$ cat config.mk
export PLATFORM = sky130hd
export DESIGN_NAME = apb_mig_sync_bridge
export DESIGN_NICKNAME = d
export VERILOG_FILES = /design/src/rtl/apb_mig_sync_bridge.sv
export SDC_FILE = /design/constraint.sdc
export NUM_CORES = 1
export LEC_CHECK = 0
export BUFFER_PORTS_ARGS = -buffer_cell sky130_fd_sc_hd__buf_2
export CAP_MARGIN = 10
export CORE_ASPECT_RATIO = 1.5
export CORE_MARGIN = 5
export CORE_UTILIZATION = 35
export CTS_BUF_LIST = sky130_fd_sc_hd__clkbuf_4 sky130_fd_sc_hd__clkbuf_8 sky130_fd_sc_hd__clkbuf_16
export DETAILED_ROUTE_END_ITERATION = 12
export HOLD_SLACK_MARGIN = 0.06
export PLACE_DENSITY = 0.62
export SYNTH_ARGS = -nofsm -noshare
export SYNTH_HDL_FRONTEND = slang
export SYNTH_SLANG_ARGS = --single-unit
$ cat constraint.sdc
create_clock -name clk_i -period 5.5 [get_ports clk_i]
set_input_delay 0.55 -clock clk_i [delete_from_list [all_inputs] [get_ports clk_i]]
set_output_delay 0.55 -clock clk_i [all_outputs]
set_load 0.005 [all_outputs]
$ cat src/rtl/apb_mig_sync_bridge.sv
// apb_mig_sync_bridge: single-clock APB slave feeding a MIG-style user port.
// Writes are posted into a CMD_DEPTH-entry command queue (zero wait states
// while the queue has room). Reads are queued behind every earlier write and
// the APB transfer is held until the MIG returns data. Addresses with any bit
// set above MIG_ADDR_W are answered at once with pslverr_o and push nothing.
// Optional macro APB_MIG_SYNC_TIMEOUT_EN adds a read watchdog: a read that
// waits TIMEOUT_CYCLES cycles ends with pslverr_o=1 and prdata_o=0, and its
// late return data is discarded.
// Ports:
//   clk_i, rst_i                shared clock, synchronous active-high reset
//   psel_i, penable_i, pwrite_i APB control
//   paddr_i, pwdata_i, pstrb_i  APB address, write data, byte strobes
//   prdata_o, pready_o          APB read data, transfer complete
//   pslverr_o                   APB transfer error
//   mig_en_o, mig_w_en_o        command issue / write command+data strobes
//   mig_addr_o, mig_data_o      command address and write data (queue head)
//   mig_strb_o                  write byte strobes (queue head)
//   mig_ready_i, mig_w_ready_i  MIG accepts command / write data
//   mig_data_i, mig_valid_i     MIG read return data and valid
module apb_mig_sync_bridge #(
    parameter int DATA_W         = 32,
    parameter int ADDR_W         = 32,
    parameter int MIG_ADDR_W     = 27,
    parameter int CMD_DEPTH      = 4,
    parameter int TIMEOUT_CYCLES = 1024
) (
    input  logic                  clk_i,
    input  logic                  rst_i,
    input  logic                  psel_i,
    input  logic                  penable_i,
    input  logic                  pwrite_i,
    input  logic [ADDR_W-1:0]     paddr_i,
    input  logic [DATA_W-1:0]     pwdata_i,
    input  logic [DATA_W/8-1:0]   pstrb_i,
    output logic [DATA_W-1:0]     prdata_o,
    output logic                  pready_o,
    output logic                  pslverr_o,
    output logic                  mig_en_o,
    output logic                  mig_w_en_o,
    output logic [MIG_ADDR_W-1:0] mig_addr_o,
    output logic [DATA_W-1:0]     mig_data_o,
    output logic [DATA_W/8-1:0]   mig_strb_o,
    input  logic                  mig_ready_i,
    input  logic                  mig_w_ready_i,
    input  logic [DATA_W-1:0]     mig_data_i,
    input  logic                  mig_valid_i
);

    localparam int STRB_W = DATA_W / 8;
    localparam int PTR_W  = $clog2(CMD_DEPTH);
    localparam int DROP_W = $clog2(CMD_DEPTH) + 1;
    localparam logic [PTR_W:0] PTR_ONE = 1;

    typedef struct packed {
        logic                  write;
        logic [MIG_ADDR_W-1:0] addr;
        logic [DATA_W-1:0]     data;
        logic [STRB_W-1:0]     strb;
    } cmd_t;

    typedef enum logic [1:0] {
        IDLE    = 2'd0,
        RD_WAIT = 2'd1,
        RD_DONE = 2'd2
    } state_t;

    state_t state, state_n;

    cmd_t             mem [CMD_DEPTH];
    cmd_t             head;
    cmd_t             push_cmd;
    logic [PTR_W:0]   wr_ptr;
    logic [PTR_W:0]   rd_ptr;
    logic             empty;
    logic             full;
    logic             push;
    logic             pop;

    logic             access;
    logic             range_err;
    logic             capture;
    logic             timeout;
    logic [DROP_W-1:0] drop_cnt;
    logic [DATA_W-1:0] rdata_q;
    logic             err_q;

    // ---------------------------------------------------------------
    // Command queue. Extra pointer MSB separates full from empty.
    // ---------------------------------------------------------------
    assign empty = (wr_ptr == rd_ptr);
    assign full  = (wr_ptr[PTR_W] != rd_ptr[PTR_W]) &&
                   (wr_ptr[PTR_W-1:0] == rd_ptr[PTR_W-1:0]);
    assign head  = mem[rd_ptr[PTR_W-1:0]];

    // A read at the head needs no write-data channel.
    assign pop = !empty && mig_ready_i && (mig_w_ready_i || !head.write);

    always_comb begin
        push_cmd       = '0;
        push_cmd.write = pwrite_i;
        push_cmd.addr  = paddr_i[MIG_ADDR_W-1:0];
        if (pwrite_i) begin
            push_cmd.data = pwdata_i;
            push_cmd.strb = pstrb_i;
        end
    end

    always_ff @(posedge clk_i) begin
        if (rst_i) begin
            wr_ptr <= '0;
            rd_ptr <= '0;
            for (int i = 0; i < CMD_DEPTH; i++) begin
                mem[i] <= '0;
            end
        end else begin
            if (push) begin
                mem[wr_ptr[PTR_W-1:0]] <= push_cmd;
                wr_ptr <= wr_ptr + PTR_ONE;
            end
            if (pop) begin
                rd_ptr <= rd_ptr + PTR_ONE;
            end
        end
    end

    assign mig_en_o   = pop;
    assign mig_w_en_o = pop && head.write;
    assign mig_addr_o = head.addr;
    assign mig_data_o = head.data;
    assign mig_strb_o = head.strb;

    // ---------------------------------------------------------------
    // APB side
    // ---------------------------------------------------------------
    assign access    = psel_i && penable_i;
    assign range_err = (paddr_i >> MIG_ADDR_W) != '0;

    // Return data owed to a timed-out read is swallowed, not captured.
    assign capture = (state == RD_WAIT) && mig_valid_i &&
                     (drop_cnt == '0);

    always_ff @(posedge clk_i) begin
        if (rst_i) begin
            state <= IDLE;
        end else begin
            state <= state_n;
        end
    end

    always_comb begin
        state_n   = state;
        push      = 1'b0;
        pready_o  = 1'b0;
        pslverr_o = 1'b0;
        prdata_o  = '0;
        unique case (state)
            IDLE: begin
                if (access) begin
                    if (range_err) begin
                        pready_o  = 1'b1;
                        pslverr_o = 1'b1;
                    end else if (!full) begin
                        push = 1'b1;
                        if (pwrite_i) begin
                            pready_o = 1'b1;
                        end else begin
                            state_n = RD_WAIT;
                        end
                    end
                end
            end
            RD_WAIT: begin
                if (capture || timeout) begin
                    state_n = RD_DONE;
                end
            end
            RD_DONE: begin
                pready_o  = 1'b1;
                prdata_o  = rdata_q;
                pslverr_o = err_q;
                state_n   = IDLE;
            end
            default: begin
                state_n = IDLE;
            end
        endcase
    end

    always_ff @(posedge clk_i) begin
        if (rst_i) begin
            rdata_q <= '0;
            err_q   <= 1'b0;
        end else if (capture) begin
            rdata_q <= mig_data_i;
            err_q   <= 1'b0;
        end else if (timeout) begin
            rdata_q <= '0;
            err_q   <= 1'b1;
        end
    end

    // ---------------------------------------------------------------
    // Read watchdog
    // ---------------------------------------------------------------
`ifdef APB_MIG_SYNC_TIMEOUT_EN
    localparam int WD_W = $clog2(TIMEOUT_CYCLES) + 1;
    localparam logic [WD_W-1:0]   WD_LIMIT = WD_W'(TIMEOUT_CYCLES - 1);
    localparam logic [WD_W-1:0]   WD_ONE   = 1;
    localparam logic [DROP_W-1:0] DROP_ONE = 1;
    localparam logic [DROP_W-1:0] DROP_MAX = DROP_W'(CMD_DEPTH);

    logic [WD_W-1:0] wd_cnt;
    logic            drop_inc;
    logic            drop_dec;

    // Same-cycle return data beats the watchdog.
    assign timeout  = (state == RD_WAIT) && !mig_valid_i &&
                      (wd_cnt >= WD_LIMIT);
    assign drop_inc = timeout && (drop_cnt != DROP_MAX);
    assign drop_dec = mig_valid_i && (drop_cnt != '0);

    // Held at zero outside RD_WAIT, so every read starts from 0.
    always_ff @(posedge clk_i) begin
        if (rst_i || (state != RD_WAIT)) begin
            wd_cnt <= '0;
        end else if (wd_cnt < WD_LIMIT) begin
            wd_cnt <= wd_cnt + WD_ONE;
        end
    end

    always_ff @(posedge clk_i) begin
        if (rst_i) begin
            drop_cnt <= '0;
        end else if (drop_inc && !drop_dec) begin
            drop_cnt <= drop_cnt + DROP_ONE;
        end else if (drop_dec && !drop_inc) begin
            drop_cnt <= drop_cnt - DROP_ONE;
        end
    end
`else
    assign timeout  = 1'b0;
    assign drop_cnt = '0;
`endif

endmodule
==> results of run 1 <==
[how the worst min path moves through the flow]
stage	startpoint	to	slack (ns)	cells after the start
2_1_floorplan	rdata_q[0]	rdata_q[0]	0.43	2
3_3_place_gp	rdata_q[28]	rdata_q[28]	0.44	2
3_5_place_dp	rdata_q[22]	rdata_q[22]	0.44	2
4_1_cts	mig_data_i[5]	rdata_q[5]	0.20	3
5_1_grt	mig_data_i[16]	rdata_q[16]	0.21	3
6_report	mig_data_i[5]	rdata_q[5]	0.23	3
[stage by stage]
step | instances | power [mW]
2_1_floorplan | 897 | 2.65
3_5_place_dp | 1530 | 2.75
6_report | 1584 | 4.55
4_1_cts | 1580 | 4.60
3_3_place_gp | 1530 | 2.75
5_1_grt | 1580 | 4.71
[layer usage]
| metal | vias to the layer above | wire [um] |
|---|---|---|
| met5 | - | 63 |
| met4 | 8 | 731 |
| met3 | 47 | 2000 |
| met2 | 228 | 15600 |
| met1 | 3721 | 11400 |
| li1 | 3551 | - |
[worst max-delay path: cells and delay by family (launching register included)]
kind                      cells  cell delay, ns
buffers and inverters         2            0.96
DFF                           1            0.55
and+or+nand+nor               4            1.36
xor gates and xnor gates      1            0.14
[power by group through the flow]
stage | Combinational (mW) | Sequential [mW] | Clock [mW]
6_report | 0.171 | 2.53 | 1.85
5_1_grt | 0.186 | 2.53 | 1.99
2_1_floorplan | 0.0750 | 2.57 | 0
4_1_cts | 0.177 | 2.53 | 1.89
3_3_place_gp | 0.177 | 2.57 | 0
3_5_place_dp | 0.176 | 2.58 | 0
[state kept, by name, summed over array words and instances, names as in the netlist, named ones only]
name and cells:
mem 256, rd_ptr 3, rdata_q 32, state 2
wr_ptr 3
[layout make-up]
class,instances,share of cell area
Sequential cell,298,0.566
Multi-Input combinational cell,500,0.253
Timing Repair Buffer,217,0.0738
Clock buffer,33,0.0501
Tap cell,478,0.0396
Inverter,37,0.00920
Clock inverter,17,0.00763
Antenna cell,4,0.000663
[placed cells by master, fill, tap and decap left out, drive strengths merged]
master and instances:
ha 2, nand3b 4, and4b 1, xor2 3, nor3 1, a21bo 1
a21oi 34, nand2b 4, or3b 1, mux4 64, mux2i 2, or4 1
o21bai 1, xnor2 3, edfxtp 256, buf 217, nor3b 2, nand4 1
diode 4, and2 145, nor2 117, inv 40, dfxtp 42, clkbuf 33
o211a 1, nor2b 2, clkinv 12, clkinvlp 1, bufinv 1, and3b 2
o32a 1, nand2 68, o21a 1, nand3 38
[logic make-up (layout without fill, tap and decap cells)]
group           count (synthesis)  count (layout)  share of synthesized area
fa+ha+maj                       2               2                    0.00197
mux                            66              66                      0.115
xor+xnor                        6               6                    0.00413
other cells                     0               4                          0
compound gates                 39              39                     0.0169
simple gates                  387             387                      0.159
flops                         298             298                      0.670
buf+inv                        99             304                     0.0329
==> key figures, run 1 <==
Pwr
  • Sw frac: 0.207
  • Leak pwr: 5.81 nW
  • Clock share of power: 0.407
  • VDD IR max: 198 uV
  • Sequential share of power: 0.556
  • Power Internal: 3.61 mW
  • Combinational share of power: 0.038
  • PwrDens: 301 nW/um^2
  • Net switching power: 0.939 mW

Finish
  • Utilization after layout: 0.420
  • Finished Cell Area: 15100 um^2
  • FF/Latch Area: 8540 um^2
  • Share of layout cells above drive strength 1: 0.333
  • Area Overhead vs Synth: 18.5%
  • # fillers: 3417
  • Nets: 1192
  • Multi-input gate area: 3820 um^2

STA
  • Max Clk Rate: 290 MHz
  • Period utilisation layout: 0.628
  • Hold Fails Final Rpt: 0
  • Worst Clk Skew: 0.0184 ns
  • Crit path time final: 3.45 ns
  • Hold WS: 0.226 ns
  • Max-slew violations: 0
  • Worst slew pin tran: 1.10 ns
  • Relative slew margins: 0.267
  • Setup violators final: 0
  • RSZ-0062 raised after global routing: false
  • Min setup slack post-route: 2.05 ns
  • Setup TNS: 0 ns

Floorplanning
  • I/O pins: 207
  • Die footprint: 40400 um^2
  • Die height: 244 um
  • Std-Cell Core Area: 35900 um^2
  • DIE WIDTH: 166 um
  • Starting Density: 0.354
  • Row cnt: 85

Clock tree
  • Post-CTS setup buffer count: 0
  • Cts hold-fix bufs: 0
  • TritonCTS Buffers: 28
  • CTS H-tree depth: 1
  • Max Root-Sink Buffers: 3
  • Clock Root Buffer: clkbuf_16
  • Post-CTS sizing: 0
  • Clock sinks: 298
  • CTS tree: yes
  • Clk pin slew, worst setup/hold paths: 0.07 ns
  • Worst-Skew Late Latency: 0.55 ns

Synthesis
  • Netlist cell types: 36
  • Most frequent cell after synthesis: edfxtp_1
  • Seq/Total Area, Yosys: 0.670
  • Async SR Flop Fraction: 0
  • Post-synth top area share: 0.604
  • Top cells by count, synth: edfxtp_1 (256), and2_1 (145), nor2_1 (86)
  • Synth Instances: 897
  • Yosys Warn Count: 0
  • Syn Nets: 1007
  • EDFF count, synth: 256
  • Prevailing post-synth register cell: edfxtp_1
  • Yosys top cell by area: edfxtp_1
  • FF+latch count, synth: 298
  • Synthesized area: 12700 um^2
  • Mean Syn Cell Area: 14.2 um^2
  • Area contributors post-synth: edfxtp_1 (60%), mux4_2 (11%), and2_1 (7.1%)

Route
  • DR DRC count: 0
  • Post-route ant nets: 0
  • Vias after detailed routing: 7555
  • Post-Route WL: 29800 um
  • Mean number of vias per cell: 4.77
  • Initial DRC count: 343
  • Drt first pass iters: 4
  • Routed WL per cell: 18.8 um

GRT
  • Largest net degree at the start of global routing: 70
  • Met2 usage: 0.263
  • Initial antenna violation count: 9
  • GRT Residual Overflow: 0
  • Vias in the first global route: 8078
  • GRT busiest layer: met2
  • First-pass GRT wire length: 46200 um
  • Grt met3 use: 0.0353
  • Total track usage: 0.144
  • M1 GR Usage: 0.166

Critical path
  • Startpoint Class: flop
  • End of the worst register-to-register path: mem[2][46]
  • Most frequent CP cell: buf_4
  • Critical Path End: mem[2][46]
  • Crit path max fanout: 69
  • CP Launch Point: wr_ptr[1]
  • Crit path capture type: flop
  • Critical-path cell list: xnor2_1 -> nand3_1 -> and4b_2 -> buf_4 -> nand3b_1 -> buf_4 -> nand2b_4
  • Setup Crit Path Kind: flop to flop
  • Largest stage delay, worst path: 0.80 ns
  • Critical path data required time: 5.66 ns
  • Arr. time, crit path: 3.61 ns
  • RR Startpoint: wr_ptr[1]
  • Reg2reg path depth: 7
  • CP max-delay cell: nand2b_4
  • R2r setup slk: 2.05 ns

Place
  • Post-detail-place hpwl: 18000 um
  • Port Buffers: 206
  • Placed inst area: 14200 um^2
  • GP Congestion: 0.779
  • Place WS: 1.50 ns

Run
  • Max-Cap Viols: 0

Hold path
  • Hold crit path type: input port to flop

Status
  • Run status: finished clean
Note: power is estimated with default switching activity, not from simulation.
==> run 2: changes to the inputs <==
==> constraint.sdc (replaced) <==
create_clock -name clk_i -period 3.3 [get_ports clk_i]
set_input_delay 0.33 -clock clk_i [delete_from_list [all_inputs] [get_ports clk_i]]
set_output_delay 0.33 -clock clk_i [all_outputs]
set_load 0.005 [all_outputs]
==> key figures, run 2 (synthesis gave the netlist of run 1 again) <==
Status
  • Run status: finished clean

Clock tree
  • Worst-Skew Late Latency: 0.56 ns
  • Clock Root Buffer: clkbuf_16
  • Clock sinks: 298
  • Max Root-Sink Buffers: 3
  • TritonCTS Buffers: 30
  • Clk pin slew, worst setup/hold paths: 0.06 ns
  • CTS H-tree depth: 1
  • CTS tree: yes
  • Post-CTS setup buffer count: 0

Route
  • Post-route ant nets: 0
  • Post-Route WL: 30900 um
  • Drt first pass iters: 4
  • Routed WL per cell: 18.8 um
  • Initial DRC count: 516
  • DR DRC count: 0
  • Vias after detailed routing: 7821
  • Mean number of vias per cell: 4.77

Critical path
  • Crit path max fanout: 39
  • Setup Crit Path Kind: flop to primary output
  • Startpoint Class: flop
  • Crit path capture type: primary output
  • RR Startpoint: wr_ptr[1]
  • Arr. time, crit path: 2.41 ns
  • Critical-path cell list: buf_4 -> mux4_2 -> buf_2
  • Largest stage delay, worst path: 0.66 ns
  • CP max-delay cell: buf_4
  • Critical path data required time: 2.97 ns

Floorplanning
  • Std-Cell Core Area: 35900 um^2
  • I/O pins: 207
  • Starting Density: 0.354
  • Row cnt: 85
  • DIE WIDTH: 166 um
  • Die footprint: 40400 um^2
  • Die height: 244 um

STA
  • Hold Fails Final Rpt: 0
  • Worst slew pin tran: 0.836 ns
  • Setup violators final: 0
  • Worst Clk Skew: 0.0147 ns
  • Setup TNS: 0 ns
  • Relative slew margins: 0.443
  • Crit path time final: 2.74 ns
  • Hold WS: 0.0915 ns
  • Max-slew violations: 0
  • Max Clk Rate: 365 MHz
  • RSZ-0062 raised after global routing: false
  • Period utilisation layout: 0.830

Pwr
  • PwrDens: 484 nW/um^2
  • VDD IR max: 339 uV
  • PnR Total Power: 7.60 mW
  • Leak pwr: 6.08 nW

GRT
  • GRT Residual Overflow: 0
  • First-pass GRT wire length: 48000 um
  • Vias in the first global route: 8627
  • Total track usage: 0.151
  • Initial antenna violation count: 9
  • Largest net degree at the start of global routing: 65

Finish
  • Biggest regs: mem (256), rdata_q (32)
  • Commonest non-fill, non-tap cell in the layout: edfxtp_1
  • # fillers: 3351
  • Share of layout cells above drive strength 1: 0.328
  • Utilization after layout: 0.437
  • Most frequent cells in the layout: edfxtp_1 (256), buf_2 (206), and2_1 (145), nor2_1 (86), nand2_1 (68)
  • Area Overhead vs Synth: 23.5%
  • Max FFs per register: 256
  • Reg with most FFs: mem
  • Nets: 1250

Hold path
  • Hold crit path type: input port to flop
  • HP Start: paddr_i[14]

Run
  • Max-Cap Viols: 0

Place
  • Post-detail-place hpwl: 18700 um
  • Port Buffers: 206
  • GP Congestion: 0.757
## run 2: cell count changes in the layout (fill, tap and decap cells not counted), moves of 3 or more
cell	before	now
buf_12	0	9
clkinv_2	5	2
inv_6	3	0
buf_4	11	16
diode_2	4	7
dlygate4sd3_1	0	42
## run 2: metrics by stage
| step | cell area (um^2) | std cells | worst slack (ns) |
|---|---|---|---|
| 3_3_place_gp | 14400 | 1544 | 0.514 |
| 4_1_cts | 15700 | 1634 | 0.448 |
| 3_5_place_dp | 14400 | 1544 | 0.501 |
| 6_report | 15700 | 1641 | 0.560 |
| 5_1_grt | 15700 | 1639 | 0.365 |
| 2_1_floorplan | 12700 | 897 | 0.323 |
## run 2: final cells by class
cell class | count | area (um^2) | share of cell area
Clock inverter | 13 | 72.6 | 0.00462
Inverter | 37 | 139 | 0.00883
Timing Repair Buffer | 273 | 1750 | 0.111
Tap cell | 478 | 598 | 0.0380
Clock buffer | 35 | 788 | 0.0501
Multi-Input combinational cell | 500 | 3820 | 0.243
Antenna cell | 7 | 17.5 | 0.00111
Sequential cell | 298 | 8540 | 0.543
## run 2: timing repair
item                                    in CTS  in global routing
hold buffers                                42                  0
endpoints found under the setup margin       0                  0
resized for setup                            0                  0
endpoints found under the hold margin       54                  0
## run 2: worst max-delay path: cells and delay by family, from the launching register on
| family | cells | cell delay, ns |
|---|---|---|
| mux | 1 | 0.65 |
| buf+inv | 2 | 0.82 |
| flops | 1 | 0.36 |
## run 2: worst paths after layout
path                                      end  slack (ns)  depth (start not counted)
worst max-delay path            mig_addr_o[1]        0.56                          3
worst min-delay path               mem[0][50]        0.09                          2
worst max register to register     mem[0][10]        0.73                          6
worst min register to register     rdata_q[3]        0.45                          2
## run 2: routing by layer
layer | GRT usage | up-vias | wire length (um)
met2 | 0.274 | 235 | 16100
met3 | 0.0341 | 54 | 1890
met5 | 0 | - | 19
met4 | 0.0651 | 4 | 1120
met1 | 0.171 | 3856 | 11800
li1 | - | 3672 | -
## run 2: where the power goes
group          leakage, nW  switching (mW)  internal [mW]
combinational         2.67           0.182          0.165
sequential            2.99          0.0264           4.18
clock                0.419            1.37           1.68
total                 6.08            1.57           6.03
==> run 3: changes to the inputs <==
--- a/config.mk
+++ b/config.mk
@@ -5,6 +5,7 @@
 export SDC_FILE = /design/constraint.sdc
 export NUM_CORES = 1
 export LEC_CHECK = 0
+export ABC_AREA = 1
 export BUFFER_PORTS_ARGS = -buffer_cell sky130_fd_sc_hd__buf_2
 export CAP_MARGIN = 10
 export CORE_ASPECT_RATIO = 1.5
@@ -13,7 +14,7 @@
 export CTS_BUF_LIST = sky130_fd_sc_hd__clkbuf_4 sky130_fd_sc_hd__clkbuf_8 sky130_fd_sc_hd__clkbuf_16
 export DETAILED_ROUTE_END_ITERATION = 12
 export HOLD_SLACK_MARGIN = 0.06
-export PLACE_DENSITY = 0.62
+export PLACE_DENSITY = 0.64
 export SYNTH_ARGS = -nofsm -noshare
 export SYNTH_HDL_FRONTEND = slang
 export SYNTH_SLANG_ARGS = --single-unit
==> constraint.sdc (replaced) <==
create_clock -name clk_i -period 2.3 [get_ports clk_i]
set_input_delay 0.23 -clock clk_i [delete_from_list [all_inputs] [get_ports clk_i]]
set_output_delay 0.23 -clock clk_i [all_outputs]
set_load 0.005 [all_outputs]
==> key figures, run 3 <==
Clock tree
  • Clock Root Buffer: clkbuf_16
  • Worst-Skew Late Latency: 0.55 ns
  • Max Root-Sink Buffers: 3
  • TritonCTS Buffers: 29
  • Clock sinks: 298
  • CTS H-tree depth: 1
  • Clk pin slew, worst setup/hold paths: 0.06 ns
  • CTS tree: yes

Route
  • Mean number of vias per cell: 4.82
  • Post-Route WL: 34300 um
  • Initial DRC count: 587
  • Drt first pass iters: 5
  • Routed WL per cell: 17.0 um
  • Post-route ant nets: 0
  • Vias after detailed routing: 9730
  • DR DRC count: 0

Synthesis
  • Async SR Flop Fraction: 0
  • Netlist cell types: 22
  • Seq/Total Area, Yosys: 0.679
  • Largest family of logic cells by synthesized area: simple AND/OR/NAND/NOR gates
  • Synthesized area: 12600 um^2
  • Post-synthesis compound-gate area fraction: 0.110
  • Simple-gate share of the synthesized area: 0.146
  • Most frequent cell after synthesis: nor2_1
  • EDFF count, synth: 256
  • Post-synth top area share: 0.612
  • Top cells by count, synth: nor2_1 (389), edfxtp_1 (256), o21ai_0 (163)
  • Xor and xnor area share after synthesis: 0.00140
  • Mean Syn Cell Area: 10.2 um^2
  • Synth Instances: 1234
  • Synth Area in Adders: 0.00199
  • FF+latch count, synth: 298
  • Syn Nets: 1344
  • Mux share of post-synthesis cell area: 0
  • Yosys Warn Count: 0
  • Area contributors post-synth: edfxtp_1 (61%), nor2_1 (12%), dfxtp_1 (6.7%)
  • Prevailing post-synth register cell: edfxtp_1
  • Yosys top cell by area: edfxtp_1

GRT
  • Largest net degree at the start of global routing: 66
  • First-pass GRT wire length: 52500 um
  • Total track usage: 0.167
  • Initial antenna violation count: 2
  • GRT Residual Overflow: 0
  • Vias in the first global route: 9841

Finish
  • Nets: 1627
  • Share of layout cells above drive strength 1: 0.205
  • Layout Cells excl Fill: 2017
  • Max FFs per register: 256
  • Most frequent cells in the layout: nor2_1 (389), edfxtp_1 (256), buf_2 (206), o21ai_0 (163), inv_1 (106)
  • Reg with most FFs: mem
  • Area Overhead vs Synth: 30.6%
  • Biggest regs: mem (256), rdata_q (32)
  • Commonest non-fill, non-tap cell in the layout: nor2_1

STA
  • Worst Clk Skew: 0.0116 ns
  • Period utilisation layout: 0.957
  • Hold Fails Final Rpt: 0
  • RSZ-0062 raised after global routing: false
  • Max-slew violations: 0
  • Max Clk Rate: 454 MHz
  • Setup TNS: 0 ns
  • Relative slew margins: 0.650
  • Crit path time final: 2.20 ns
  • Setup violators final: 0
  • Worst slew pin tran: 0.525 ns

Floorplanning
  • Die footprint: 39800 um^2
  • Std-Cell Core Area: 35700 um^2
  • Die height: 242 um
  • Starting Density: 0.351
  • DIE WIDTH: 165 um
  • I/O pins: 207
  • Row cnt: 85

Critical path
  • Reg2reg path depth: 9
  • Startpoint Class: flop
  • Setup Crit Path Kind: flop to primary output
  • R2r setup slk: 0.29 ns
  • End of the worst register-to-register path: mem[1][11]
  • Largest stage delay, worst path: 0.38 ns
  • CP max-delay cell: dfxtp_2
  • Critical path data required time: 2.07 ns
  • Critical-path cell list: inv_4 -> buf_12 -> o21ai_0 -> o22ai_1 -> buf_2
  • Crit path max fanout: 40
  • Arr. time, crit path: 1.97 ns
  • RR Startpoint: wr_ptr[0]
  • Crit path capture type: primary output

Hold path
  • Hold Path Depth: 3
  • Hold crit path type: input port to flop
  • HP Start: paddr_i[11]
  • Hold Path Sink: mem[3][47]

Status
  • Run status: finished clean

Place
  • Port Buffers: 206
  • GP Congestion: 0.790
  • Inst Count DP: 1865
  • Post-detail-place hpwl: 20800 um

Pwr
  • VDD IR max: 545 uV
  • PwrDens: 715 nW/um^2
  • Leak pwr: 6.76 nW

Run
  • Max-Cap Viols: 0
==> run 3: changes by cell type after synthesis, sizes merged, moves of 4 or more <==
| cell | previous run | this run |
|---|---|---|
| o22ai | 0 | 63 |
| mux4 | 64 | 0 |
| clkbuf | 40 | 53 |
| buf | 22 | 29 |
| inv | 37 | 113 |
| o21ai | 0 | 163 |
| nand2b | 4 | 0 |
| nand3 | 38 | 14 |
| and2 | 145 | 0 |
| nor2 | 117 | 391 |
==> run 3: per-stage QoR <==
stage | utilization | hold WS (ns) | area, um^2 | total power [mW] | setup WS, ns
after floorplan | - | 0.299 | 12600 | 6.52 | 0.0116
after global placement | 0.401 | 0.439 | 14300 | 6.96 | 0.265
after detailed placement | 0.401 | 0.444 | 14300 | 6.97 | 0.236
after CTS | 0.457 | 0.0624 | 16300 | 11.8 | 0.0208
after global routing | 0.459 | 0.0753 | 16400 | 12.1 | 0.0000939
final | 0.459 | 0.0597 | 16400 | 11.7 | 0.0978
==> run 3: report_power, final <==
| group | internal (mW) | total, mW | switching [mW] |
|---|---|---|---|
| clock | 2.72 | 4.71 | 1.99 |
| sequential | 6.01 | 6.05 | 0.0457 |
| combinational | 0.429 | 0.953 | 0.524 |
==> run 3: how the worst max path moves through the flow <==
stage / startpoint / to / slack (ns) / depth (start not counted)
after global routing: flop / mig_data_o[10] / 0.00009 / 5
final: flop / mig_addr_o[23] / 0.1 / 5
after detailed placement: paddr_i[30] / mem[1][10] / 0.24 / 9
after CTS: flop / mig_addr_o[25] / 0.02 / 6
after floorplan: state[0] / mem[3][0] / 0.01 / 8
after global placement: paddr_i[30] / mem[1][8] / 0.27 / 9
==> run 3: critical path, delay by kind of cell, from the launching register on <==
family,cells,cell delay [ns]
buffers and inverters,3,0.61
AO/OA/AOI/OAI,2,0.41
flip-flops,1,0.38
==> run 3: cell families after synthesis <==
family,Yosys count
DFF,298
buffers and inverters,196
adders and majority gates,2
xor gates and xnor gates,2
AOI/OAI and AO/OA,260
and+or+nand+nor,476
==> run 3: routing by layer <==
metal / GRT usage / wire length, um / part of all wire / vias up
met2: 0.306 / 18000 / 0.52 / 317
met1: 0.190 / 12900 / 0.38 / 4632
met4: 0.0629 / 1140 / 0.033 / 0
met5: 0 / 0 / 0 / -
met3: 0.0294 / 2290 / 0.067 / 65
li1: - / - / - / 4716
==> run 3: layout make-up <==
| type | instances | area (um^2) |
|---|---|---|
| antenna | 2 | 5.00 |
| clock buffer | 35 | 771 |
| clock inverter | 16 | 164 |
| fill | 3297 | 19300 |
| inverter | 114 | 439 |
| multi-input combinational | 740 | 3340 |
| sequential | 298 | 8530 |
| tap | 478 | 598 |
| timing repair buffer | 334 | 2550 |
==> run 3: what timing repair did <==
action                                  CTS  global route
cloned                                    3             2
endpoints found under the hold margin   173             0
gates resized for setup                   6             4
endpoints found under the setup margin   21             7
hold buffers                             92             0
pin swaps                                 0             2
setup buffers                             0             2
